===== src/rtl/fetch_unit_if.sv =====
// Fetch-stage bus bundle: instruction-memory request/response, execute redirect
// and the instruction stream toward decode.
interface fetch_unit_if;
   logic        imem_req_valid;
   logic        imem_req_ready;
   logic [31:0] imem_req_addr;
   logic        imem_rsp_valid;
   logic [31:0] imem_rsp_data;
   logic        redirect_valid;
   logic [31:0] redirect_pc;
   logic        inst_valid;
   logic        inst_ready;
   logic [31:0] inst;
   logic [31:0] inst_pc;
   logic        misalign_err;

   modport master (
      output imem_req_valid, imem_req_addr, inst_valid, inst, inst_pc, misalign_err,
      input  imem_req_ready, imem_rsp_valid, imem_rsp_data, redirect_valid, redirect_pc,
             inst_ready
   );

   modport slave (
      input  imem_req_valid, imem_req_addr, inst_valid, inst, inst_pc, misalign_err,
      output imem_req_ready, imem_rsp_valid, imem_rsp_data, redirect_valid, redirect_pc,
             inst_ready
   );
endinterface


===== src/rtl/fetch_unit.sv =====
// RV32 fetch stage: PC, credit-limited imem requests and an in-order {inst, pc} FIFO.
// Optional FETCH_MISALIGN_CHECK_EN halts fetch on a misaligned redirect target.
module fetch_unit #(
   parameter logic [31:0] RESET_PC = 32'h0000_0000,
   parameter int unsigned DEPTH    = 2
) (
   input logic          clk,
   input logic          rst_n,
   fetch_unit_if.master bus_io
);
   localparam int unsigned AW  = (DEPTH > 1) ? $clog2(DEPTH) : 1;
   localparam int unsigned CW  = $clog2(DEPTH + 1);
   localparam int unsigned CW1 = CW + 1;
   // Stale responses can pile up across back-to-back redirects, so drop is wider than DEPTH.
   localparam int unsigned DW  = 8;
   localparam logic [CW:0] DEPTH_C = CW1'(DEPTH);

   typedef logic [AW-1:0] ptr_t;
   typedef logic [CW-1:0] cnt_t;
   typedef logic [DW-1:0] drop_t;

   logic [31:0] pc_q, pc_d;
   logic [31:0] rsp_pc_q, rsp_pc_d;
   logic [31:0] inst_mem_q [DEPTH];
   logic [31:0] pc_mem_q   [DEPTH];
   ptr_t        wr_ptr_q, wr_ptr_d;
   ptr_t        rd_ptr_q, rd_ptr_d;
   cnt_t        count_q, count_d;
   cnt_t        live_q, live_d;
   drop_t       drop_q, drop_d;
   logic        run_q;
   logic        halted_q, halted_d;
   logic        err_q, err_d;

   logic        req_valid_s;
   logic        inst_valid_s;
   logic        hs_s;
   logic        pop_s;
   logic        push_s;
   logic        rsp_drop_s;
   logic        redir_bad_s;
   logic [31:0] redir_pc_s;
   logic [CW:0] credit_s;

   // run_q keeps the request line low until the first edge after reset release.
   assign credit_s    = CW1'(count_q) + CW1'(live_q);
   assign req_valid_s = run_q && !halted_q && (credit_s < DEPTH_C);
   assign inst_valid_s = (count_q != '0);

   assign bus_io.imem_req_valid = req_valid_s;
   assign bus_io.imem_req_addr  = pc_q;
   assign bus_io.inst_valid     = inst_valid_s;
   assign bus_io.inst           = inst_mem_q[rd_ptr_q];
   assign bus_io.inst_pc        = pc_mem_q[rd_ptr_q];
   assign bus_io.misalign_err   = err_q;

   // Next-state for PC, FIFO pointers, in-flight accounting and error flags.
   always_comb begin
      hs_s       = req_valid_s && bus_io.imem_req_ready;
      pop_s      = inst_valid_s && bus_io.inst_ready;
      rsp_drop_s = bus_io.imem_rsp_valid && (drop_q != '0);
      push_s     = bus_io.imem_rsp_valid && (drop_q == '0) && !bus_io.redirect_valid;

`ifdef FETCH_MISALIGN_CHECK_EN
      redir_bad_s = (bus_io.redirect_pc[1:0] != 2'b00);
      redir_pc_s  = bus_io.redirect_pc;
`else
      redir_bad_s = 1'b0;
      redir_pc_s  = bus_io.redirect_pc & 32'hFFFF_FFFC;
`endif

      pc_d     = pc_q;
      rsp_pc_d = rsp_pc_q;
      wr_ptr_d = wr_ptr_q;
      rd_ptr_d = rd_ptr_q;
      count_d  = count_q;
      live_d   = live_q;
      drop_d   = drop_q;
      halted_d = halted_q;
      err_d    = err_q;

      if (bus_io.redirect_valid) begin
         // Every request still out in memory, kept or not, must be discarded on return.
         pc_d     = redir_pc_s;
         rsp_pc_d = redir_pc_s;
         wr_ptr_d = '0;
         rd_ptr_d = '0;
         count_d  = '0;
         live_d   = '0;
         drop_d   = drop_q + DW'(live_q) + DW'(hs_s) - DW'(bus_io.imem_rsp_valid);
         halted_d = halted_q || redir_bad_s;
         err_d    = err_q || redir_bad_s;
      end else begin
         pc_d     = hs_s   ? pc_q + 32'd4     : pc_q;
         rsp_pc_d = push_s ? rsp_pc_q + 32'd4 : rsp_pc_q;
         wr_ptr_d = push_s ? wr_ptr_q + ptr_t'(1) : wr_ptr_q;
         rd_ptr_d = pop_s  ? rd_ptr_q + ptr_t'(1) : rd_ptr_q;
         count_d  = count_q + cnt_t'(push_s) - cnt_t'(pop_s);
         live_d   = live_q + cnt_t'(hs_s) - cnt_t'(push_s);
         drop_d   = drop_q - DW'(rsp_drop_s);
      end
   end

   // State registers and FIFO storage.
   always_ff @(posedge clk or negedge rst_n) begin
      if (!rst_n) begin
         pc_q     <= RESET_PC;
         rsp_pc_q <= RESET_PC;
         wr_ptr_q <= '0;
         rd_ptr_q <= '0;
         count_q  <= '0;
         live_q   <= '0;
         drop_q   <= '0;
         run_q    <= 1'b0;
         halted_q <= 1'b0;
         err_q    <= 1'b0;
         for (int unsigned i = 0; i < DEPTH; i++) begin
            inst_mem_q[i] <= 32'h0000_0000;
            pc_mem_q[i]   <= 32'h0000_0000;
         end
      end else begin
         pc_q     <= pc_d;
         rsp_pc_q <= rsp_pc_d;
         wr_ptr_q <= wr_ptr_d;
         rd_ptr_q <= rd_ptr_d;
         count_q  <= count_d;
         live_q   <= live_d;
         drop_q   <= drop_d;
         run_q    <= 1'b1;
         halted_q <= halted_d;
         err_q    <= err_d;
         if (push_s) begin
            inst_mem_q[wr_ptr_q] <= bus_io.imem_rsp_data;
            pc_mem_q[wr_ptr_q]   <= rsp_pc_q;
         end
      end
   end
endmodule


===== src/flat_wrapper.sv =====
// flat-port wrapper written by rule: the top's interface ports become plain ports
module fetch_unit_flat 
#(
   parameter logic [31:0] RESET_PC = 32'h0000_0000,
   parameter int unsigned DEPTH    = 2
)
  (clk, rst_n, bus_io_imem_req_valid, bus_io_imem_req_addr, bus_io_inst_valid, bus_io_inst, bus_io_inst_pc, bus_io_misalign_err, bus_io_imem_req_ready, bus_io_imem_rsp_valid, bus_io_imem_rsp_data, bus_io_redirect_valid, bus_io_redirect_pc, bus_io_inst_ready);
  fetch_unit_if bus_io_i ();
  input logic clk;
  input logic rst_n;
  output wire logic [$bits(bus_io_i.imem_req_valid)-1:0] bus_io_imem_req_valid;
  output wire logic [$bits(bus_io_i.imem_req_addr)-1:0] bus_io_imem_req_addr;
  output wire logic [$bits(bus_io_i.inst_valid)-1:0] bus_io_inst_valid;
  output wire logic [$bits(bus_io_i.inst)-1:0] bus_io_inst;
  output wire logic [$bits(bus_io_i.inst_pc)-1:0] bus_io_inst_pc;
  output wire logic [$bits(bus_io_i.misalign_err)-1:0] bus_io_misalign_err;
  input wire logic [$bits(bus_io_i.imem_req_ready)-1:0] bus_io_imem_req_ready;
  input wire logic [$bits(bus_io_i.imem_rsp_valid)-1:0] bus_io_imem_rsp_valid;
  input wire logic [$bits(bus_io_i.imem_rsp_data)-1:0] bus_io_imem_rsp_data;
  input wire logic [$bits(bus_io_i.redirect_valid)-1:0] bus_io_redirect_valid;
  input wire logic [$bits(bus_io_i.redirect_pc)-1:0] bus_io_redirect_pc;
  input wire logic [$bits(bus_io_i.inst_ready)-1:0] bus_io_inst_ready;
  assign bus_io_imem_req_valid = bus_io_i.imem_req_valid;
  assign bus_io_imem_req_addr = bus_io_i.imem_req_addr;
  assign bus_io_inst_valid = bus_io_i.inst_valid;
  assign bus_io_inst = bus_io_i.inst;
  assign bus_io_inst_pc = bus_io_i.inst_pc;
  assign bus_io_misalign_err = bus_io_i.misalign_err;
  assign bus_io_i.imem_req_ready = bus_io_imem_req_ready;
  assign bus_io_i.imem_rsp_valid = bus_io_imem_rsp_valid;
  assign bus_io_i.imem_rsp_data = bus_io_imem_rsp_data;
  assign bus_io_i.redirect_valid = bus_io_redirect_valid;
  assign bus_io_i.redirect_pc = bus_io_redirect_pc;
  assign bus_io_i.inst_ready = bus_io_inst_ready;
  fetch_unit #(.RESET_PC(RESET_PC), .DEPTH(DEPTH)) u_core (.clk(clk), .rst_n(rst_n), .bus_io(bus_io_i));
endmodule

===== config.mk =====
export PLATFORM = sky130hd
export DESIGN_NAME = fetch_unit_flat
export DESIGN_NICKNAME = d
export VERILOG_FILES = /design/src/rtl/fetch_unit_if.sv /design/src/rtl/fetch_unit.sv /design/src/flat_wrapper.sv
export SDC_FILE = /design/constraint.sdc
export NUM_CORES = 1
export LEC_CHECK = 0
export CAP_MARGIN = 40
export CORE_MARGIN = 8
export CORE_UTILIZATION = 40
export CTS_BUF_LIST = sky130_fd_sc_hd__clkbuf_2
export DETAILED_ROUTE_END_ITERATION = 10
export PLACE_DENSITY = 0.64
export SETUP_SLACK_MARGIN = 0.05
export SYNTH_ARGS = -nofsm -noshare
export SYNTH_HDL_FRONTEND = slang
export SYNTH_SLANG_ARGS = --single-unit
export TNS_END_PERCENT = 5

===== constraint.sdc =====
create_clock -name clk -period 3.9 [get_ports clk]
set_input_delay 1.17 -clock clk [delete_from_list [all_inputs] [get_ports clk]]
set_output_delay 1.17 -clock clk [all_outputs]
set_load 0.02 [all_outputs]

# [Yosys cells after proc, flatten, opt, wreduce, memory -nomap -nowiden]
# Index checks and enable logic that the tools add are counted.
[totals] ff_bits=207 in_bits=70 output_inout_bits=99 elab_cells=66
[op_classes] addsub=13 n_lt_le_gt_ge=4 muxes=21 bitwise=2 reduce_logical=14
[op_table] cell="$mux 32" count=11
[op_table] cell="$bwmux 64" count=2
[op_table] cell="$add 32x3->32 const B" count=2
[op_table] cell="$demux 32 s1" count=1
[op_table] cell="$sub 8x1->8" count=2
[op_table] cell="$add 8x1->8" count=1
[op_table] cell="$add 8x2->8" count=1
[op_table] cell="$logic_not 8->1" count=1
[op_table] cell="$mux 8" count=1
[op_table] cell="$reduce_bool 2->1" count=4
[op_table] cell="$reduce_bool 8->1" count=1
[op_table] cell="$logic_and 1x1->1" count=7
[op_table] cell="$add 2x1->2" count=2
[op_table] cell="$ge 2x2->1 const B" count=2
[op_table] cell="$mux 1" count=4
[op_table] cell="$mux 2" count=2
[op_table] cell="$not 1->2" count=2
[op_table] cell="$sub 2x1->2" count=2
[op_table] cell="$add 2x2->3" count=1
[op_table] cell="$lt 3x2->1 const B" count=1
[op_table] cell="$add 1x1->1 const B" count=2
[op_table] cell="$lt 2x1->1 const B" count=1
[op_table] cell="$logic_not 1->1" count=1

# [Logic depth before layout (Yosys ltp)]
[depth] depth_word=7 mapped_depth=12 mapped_depth_nobuf=12

# [Worst setup path after synthesis]
# No wires, ideal clock.
[synth_path] kind="register to register" startpoint="reg u_core.live_q[0]" endpoint="reg u_core.drop_q[6]" setup_time_ps=132 t_arrival_ps=3107 t_required_ps=3768 slack_ps=661 path_stages_with_launch=13 n_path_buf=0 period_less_slack_ps=3239 path_cell_list="dfrtp_1 -> inv_1 -> nor2_1 -> fa_1 -> nor3b_1 -> nand2_1 -> fa_1 -> fa_1 -> nor2b_1 -> o21ai_0 -> o2111a_1 -> xnor2_1 -> mux2i_1"
[synth_via] elab_chain_cells=7 elab_cells_between_ends=8 cone_classes="add/sub (4); order compare (1); mux (1); reduce/logical (2)"
[synth_rtl] item="start: declaration" line_no="fetch_unit.sv:29" source="cnt_t live_q, live_d;"
[synth_rtl] item="start signal: assignment" line_no="fetch_unit.sv:127" source="live_q <= live_d;"
[synth_rtl] item="$add 2x2->3" line_no="fetch_unit.sv:46" source="assign credit_s = CW1'(count_q) + CW1'(live_q);"
[synth_rtl] item="$lt 3x2->1" line_no="fetch_unit.sv:47" source="assign req_valid_s = run_q && !halted_q && (credit_s < DEPTH_C);"
[synth_rtl] item="$logic_and 1x1->1" line_no="fetch_unit.sv:47"
[synth_rtl] item="via bus_io_imem_req_valid" line_no="flat_wrapper.sv:11" source="output wire logic [$bits(bus_io_i.imem_req_valid)-1:0] bus_io_imem_req_valid;"
[synth_rtl] item="$logic_and 1x1->1" line_no="fetch_unit.sv:59" source="hs_s = req_valid_s && bus_io.imem_req_ready;"
[synth_rtl] item="$add 8x1->8" line_no="fetch_unit.sv:90" source="drop_d = drop_q + DW'(live_q) + DW'(hs_s) - DW'(bus_io.imem_rsp_valid);"
[synth_rtl] item="$sub 8x1->8" line_no="fetch_unit.sv:90"
[synth_rtl] item="$mux 8" line_no="fetch_unit.sv:82" source="if (bus_io.redirect_valid) begin"
[synth_rtl] item="via u_core.drop_d[6]" line_no="fetch_unit.sv:30" source="drop_t drop_q, drop_d;"
[synth_rtl] item="end signal: assignment" line_no="fetch_unit.sv:128" source="drop_q <= drop_d;"
[synth_rtl] item="end: declaration" line_no="fetch_unit.sv:30"
# The timed path passes the listed nets, and every way through them passes these cells.
# A chain may end at the register's enable or synchronous reset.

# [Worst setup path in the final report]
[layout_path] startpoint="reg u_core.rd_ptr_q" endpoint="out bus_io_inst_pc[11]"
[layout_via] elab_chain_cells=4
[layout_rtl] item="start: declaration" line_no="fetch_unit.sv:27" source="ptr_t rd_ptr_q, rd_ptr_d;"
[layout_rtl] item="start signal: assignment" line_no="fetch_unit.sv:125" source="rd_ptr_q <= rd_ptr_d;"
[layout_rtl] item="$not 1->2 (implied by the code)" line_no="fetch_unit.sv:54" source="assign bus_io.inst_pc = pc_mem_q[rd_ptr_q];"
[layout_rtl] item="$mux 32 (implied by the code) (3 in series)" line_no="fetch_unit.sv:54"
[layout_rtl] item="end: declaration" line_no="flat_wrapper.sv:15" source="output wire logic [$bits(bus_io_i.inst_pc)-1:0] bus_io_inst_pc;"
# No other way between the ends. The select of a mux whose other input is x is not followed.

==> out/summary.log <==
qor: setup_path.critPathBufInv 2
qor: synthesis.netlist_top_cells_area sky130_fd_sc_hd__dfrtp_1 (50%), sky130_fd_sc_hd__mux2_2 (24%), sky130_fd_sc_hd__xnor2_1 (3.6%)
qor: setup_path.path_cells buf_6 -> mux2_2 -> clkdlybuf4s50_1
qor: sta.final.hold.worst_slack 0.402 ns
qor: detailed_routing.routed_via_density 5.03
qor: cts.cts.path.max_buffers 2
qor: floorplanning.die_area 30,300 um^2
qor: sta.timing.clock.skew 0.0415 ns
qor: synthesis.synth_top_area_share 49.8%
qor: cts.cts_inserted_buffers 17
qor: placement.detailedPlacementHpwl 17.3 mm
qor: setup_path.crit_start u_core.rd_ptr_q$_DFFE_PN0P_
qor: detailed_routing.dr_total_vias 6,687
qor: setup_path.endpoint_of_the_most_critical_register_to_register_path u_core.drop_q[4]$_DFF_PN0_
qor: cells_and_area.drive_above_1_share 27.1%
qor: cts.cts_sinks 199
qor: grt.overflow 0
qor: cells_and_area.final_core_utilization 49.4%
qor: sta.sum_of_negative_setup_slack 0 ns
qor: grt.grt_start_max_net_pins 90
qor: placement.place.port_buffers 161
qor: power_and_ir_drop.power.share.switching 34.8%
qor: setup_path.critical_path_required 2.73 ns
qor: floorplanning.die_h 174 um
qor: power_and_ir_drop.relative_contribution_of_the_clock_network_to_total_power 18.1%
qor: grt.antenna_found_initial 2
qor: power_and_ir_drop.total_power 5.77 mW
qor: power_and_ir_drop.vdd.ir_drop.worst 0.233 mV
qor: setup_path.cp-end-kind output port
qor: setup_path.timing.critical_path.max_delay_family buffers and inverters
qor: grt.grt_most_used_layer met2
qor: sta.worst-slew-pin-transition 0.763 ns
qor: synthesis.synth_async_sr_flop_share 100%
qor: grt.use_met3 3.60%
qor: floorplanning.floorplan.initialDensity 40.2%
qor: sta.layout_setup_ws 0.248 ns
qor: placement.dp_slack 0.306 ns
qor: cts.cts_setup_buffers 0
qor: setup_path.critical_path.reg2reg.startpoint u_core.live_q[0]$_DFF_PN0_
qor: synthesis.post_synth.cell_area_avg 12.1 um^2
qor: sta.maxClockFrequency 274 MHz
qor: power_and_ir_drop.power.density_cell_area 469 nW/um^2
qor: cells_and_area.final_area 12,300 um^2
qor: run_status.run_status finished, final reports clean
qor: cts.clock_tree.root_cell sky130_fd_sc_hd__clkbuf_2
qor: power_and_ir_drop.power.net_switching 2.01 mW
qor: grt.grt_first_pass_wirelength 37.3 mm
qor: cts.cts_tree done
qor: sta.worst_slew_margin_rel 49.1%
qor: setup_path.worst-endpoint-arrival 2.48 ns
qor: setup_path.cp-start-kind flip-flop
qor: setup_path.worstSetupPathType reg -> out
qor: detailed_routing.detail_route.first_pass.iterations 4
qor: power_and_ir_drop.power_internal 3.76 mW
qor: power_and_ir_drop.seq_power_share 44.0%
qor: floorplanning.io_pins 169
qor: synthesis.post_synth_top_cells sky130_fd_sc_hd__mux2_2 (209), sky130_fd_sc_hd__dfrtp_1 (199), sky130_fd_sc_hd__xnor2_1 (41), sky130_fd_sc_hd__nand2_1 (36), sky130_fd_sc_hd__nor2_1 (35)
qor: cells_and_area.final_nets 1,080
qor: cts.clkLatencyLatePin 0.76 ns
qor: setup_path.critical_path.max_stage_delay 0.59 ns
qor: run.drv.max_cap_violation_count 0
qor: cts.htree_levels 4
qor: synthesis.synth_top_cell_by_area sky130_fd_sc_hd__dfrtp_1
qor: synthesis.synth_top_flop_cell sky130_fd_sc_hd__dfrtp_1
qor: setup_path.r2r_slack 0.78 ns
qor: synthesis.synth_enable_flop_cells 0
qor: sta.setup_viol 0
qor: synthesis.postSynthRegisterBits 199
qor: power_and_ir_drop.power.combinational.fraction 37.9%
qor: grt.vias_in_the_first_global_route 6,798
qor: sta.slew_viol_final 0
qor: placement.finalWeightedCongestion 0.808
qor: synthesis.netlist_area 10000 um^2
qor: detailed_routing.drt-total-wl 23.3 mm
qor: placement.cell_count_post_placement 1,295
qor: synthesis.synth.yosys.warnings 0
qor: detailed_routing.detail-route-antenna-nets 0
qor: grt.grt.met1_usage 21.0%
qor: detailed_routing.routed_wirelength_normalized_by_instance_count 17.6 um
qor: synthesis.syn_inst 826
qor: grt.globalRouteTotalUtil 15.4%
qor: sta.timing.final.crit_share 93.7%
qor: grt.globalRouteMet2Util 24.5%
qor: floorplanning.fp-row-count 58
qor: sta.timing_hold_violations_final 0
qor: sta.grt_setup_unrepaired yes
qor: cells_and_area.final.fill_count 2,298
qor: synthesis.number_of_library_cell_types_mapped_by_synthesis 53
qor: detailed_routing.drcViolationCount 0
qor: setup_path.cpMaxStageDelayCell sky130_fd_sc_hd__clkdlybuf4s50_1
qor: power_and_ir_drop.power.static_leakage 5.56 nW
qor: cells_and_area.area.growth.synth_to_final 23.0%
qor: detailed_routing.drt_first_iter_violations 365
qor: cts.cts.clk_slew.worst_paths 0.28 ns
qor: synthesis.synth.yosys.seq_area_share 49.8%
qor: synthesis.post-synth-top-count-cell sky130_fd_sc_hd__mux2_2
qor: setup_path.critical_path_peak_fanout 33
qor: floorplanning.floorplan.core_area 24,900 um^2
qor: setup_path.worst-r2r-cell-count 12
qor: placement.placed_cell_area 12,000 um^2
qor: sta.post-route-min-period 3.65 ns
qor: floorplanning.floorplan.die.width 174 um
qor: cells_and_area.final_cells 1,329
qor: hold_path.worstHoldPathType in -> async
==> metal layers <==
layer	vias up	wire, um
li1	3215	-
met1	3316	11200
met2	140	11000
met3	16	976
met4	0	185
met5	-	0
==> state kept, by name, summed over array words and instances, names as in the netlist <==
name and flops:
u_core.wr_ptr_q 1, u_core.bus_io.imem_req_addr 30, u_core.run_q 1, u_core.rsp_pc_q 30, u_core.count_q 2, u_core.live_q 2
u_core.rd_ptr_q 1, u_core.inst_mem_q 64, u_core.pc_mem_q 60, u_core.drop_q 8
==> cell families (layout without fill, tap and decap cells) <==
kind of cell	count (synthesis)	after routing	synth area share (%)
buf+inv	75	242	3.14
other cells	2	8	0.0751
simple gates	186	186	9.94
compound gates	57	57	3.62
xor+xnor	65	65	5.69
fa+ha+maj	26	26	3.48
mux	216	216	24.2
flops	199	199	49.8
==> cell type report <==
| type | count | area (um^2) | share of cell area, % |
|---|---|---|---|
| Clock inverter | 15 | 165 | 1.34 |
| Inverter | 30 | 113 | 0.916 |
| Sequential cell | 199 | 4980 | 40.5 |
| Tap cell | 330 | 413 | 3.36 |
| Antenna cell | 2 | 5.00 | 0.0407 |
| Timing Repair Buffer | 180 | 1800 | 14.7 |
| Multi-Input combinational cell | 556 | 4730 | 38.5 |
| Clock buffer | 17 | 85.1 | 0.692 |
==> power groups by stage <==
| stage | sequential (mW) | combinational [mW] | clock [mW] |
|---|---|---|---|
| 2_1_floorplan | 2.56 | 1.41 | 0 |
| 3_3_place_gp | 2.57 | 2.18 | 0 |
| 3_5_place_dp | 2.58 | 2.21 | 0 |
| 4_1_cts | 2.54 | 2.22 | 1.10 |
| 5_1_grt | 2.58 | 2.38 | 1.18 |
| 6_report | 2.54 | 2.19 | 1.04 |
==> cell usage in the layout (no fill, tap or decap), types with 6 or more instances in the layout <==
cell type	instances
sky130_fd_sc_hd__and3_1	8
sky130_fd_sc_hd__clkdlybuf4s50_1	159
sky130_fd_sc_hd__ha_1	23
sky130_fd_sc_hd__nand4_1	17
sky130_fd_sc_hd__nor4_1	8
sky130_fd_sc_hd__and2_1	6
sky130_fd_sc_hd__clkbuf_2	17
sky130_fd_sc_hd__mux2_2	209
sky130_fd_sc_hd__buf_4	14
sky130_fd_sc_hd__xor2_1	24
sky130_fd_sc_hd__nor2_1	35
sky130_fd_sc_hd__a21boi_0	10
sky130_fd_sc_hd__a21oi_1	17
sky130_fd_sc_hd__inv_1	29
sky130_fd_sc_hd__xnor2_1	41
sky130_fd_sc_hd__conb_1	6
sky130_fd_sc_hd__nand2_1	36
sky130_fd_sc_hd__mux2i_1	7
sky130_fd_sc_hd__o21ai_0	13
sky130_fd_sc_hd__nand2b_1	9
sky130_fd_sc_hd__dfrtp_1	198
sky130_fd_sc_hd__nand3_1	19
sky130_fd_sc_hd__and4_1	6
sky130_fd_sc_hd__nor3_1	17
==> worst max-delay path by stage <==
stage	cells after the start	slack, ns	end
4_1_cts	5	0.05	bus_io_imem_req_valid
2_1_floorplan	12	0.66	u_core.drop_q[6]$_DFF_PN0_
5_1_grt	5	0.02	bus_io_imem_req_valid
3_5_place_dp	9	0.31	u_core.drop_q[4]$_DFF_PN0_
3_3_place_gp	9	0.35	u_core.drop_q[6]$_DFF_PN0_
6_report	3	0.25	bus_io_inst_pc[11]
==> worst reg2reg max path, cell delays in order (launching register included) <==
cell and delay [ns]:
sky130_fd_sc_hd__dfrtp_1 0.43, sky130_fd_sc_hd__inv_1 0.15, sky130_fd_sc_hd__nor2_1 0.08, sky130_fd_sc_hd__fa_1 0.46, sky130_fd_sc_hd__nor3b_2 0.24, sky130_fd_sc_hd__nand2_1 0.14
sky130_fd_sc_hd__fa_1 0.43, sky130_fd_sc_hd__fa_1 0.43, sky130_fd_sc_hd__nor2b_1 0.18, sky130_fd_sc_hd__nor2_1 0.06, sky130_fd_sc_hd__o21bai_1 0.15, sky130_fd_sc_hd__xor2_1 0.16
sky130_fd_sc_hd__o21ai_0 0.09
==> repair_timing <==
item | in CTS | in global routing
endpoints found under the setup margin | 4 | 30
cloned | 0 | 0
resized for setup | 2 | 2
hold buffers | 0 | 0
No activity file was read; power rests on OpenSTA's default activity.
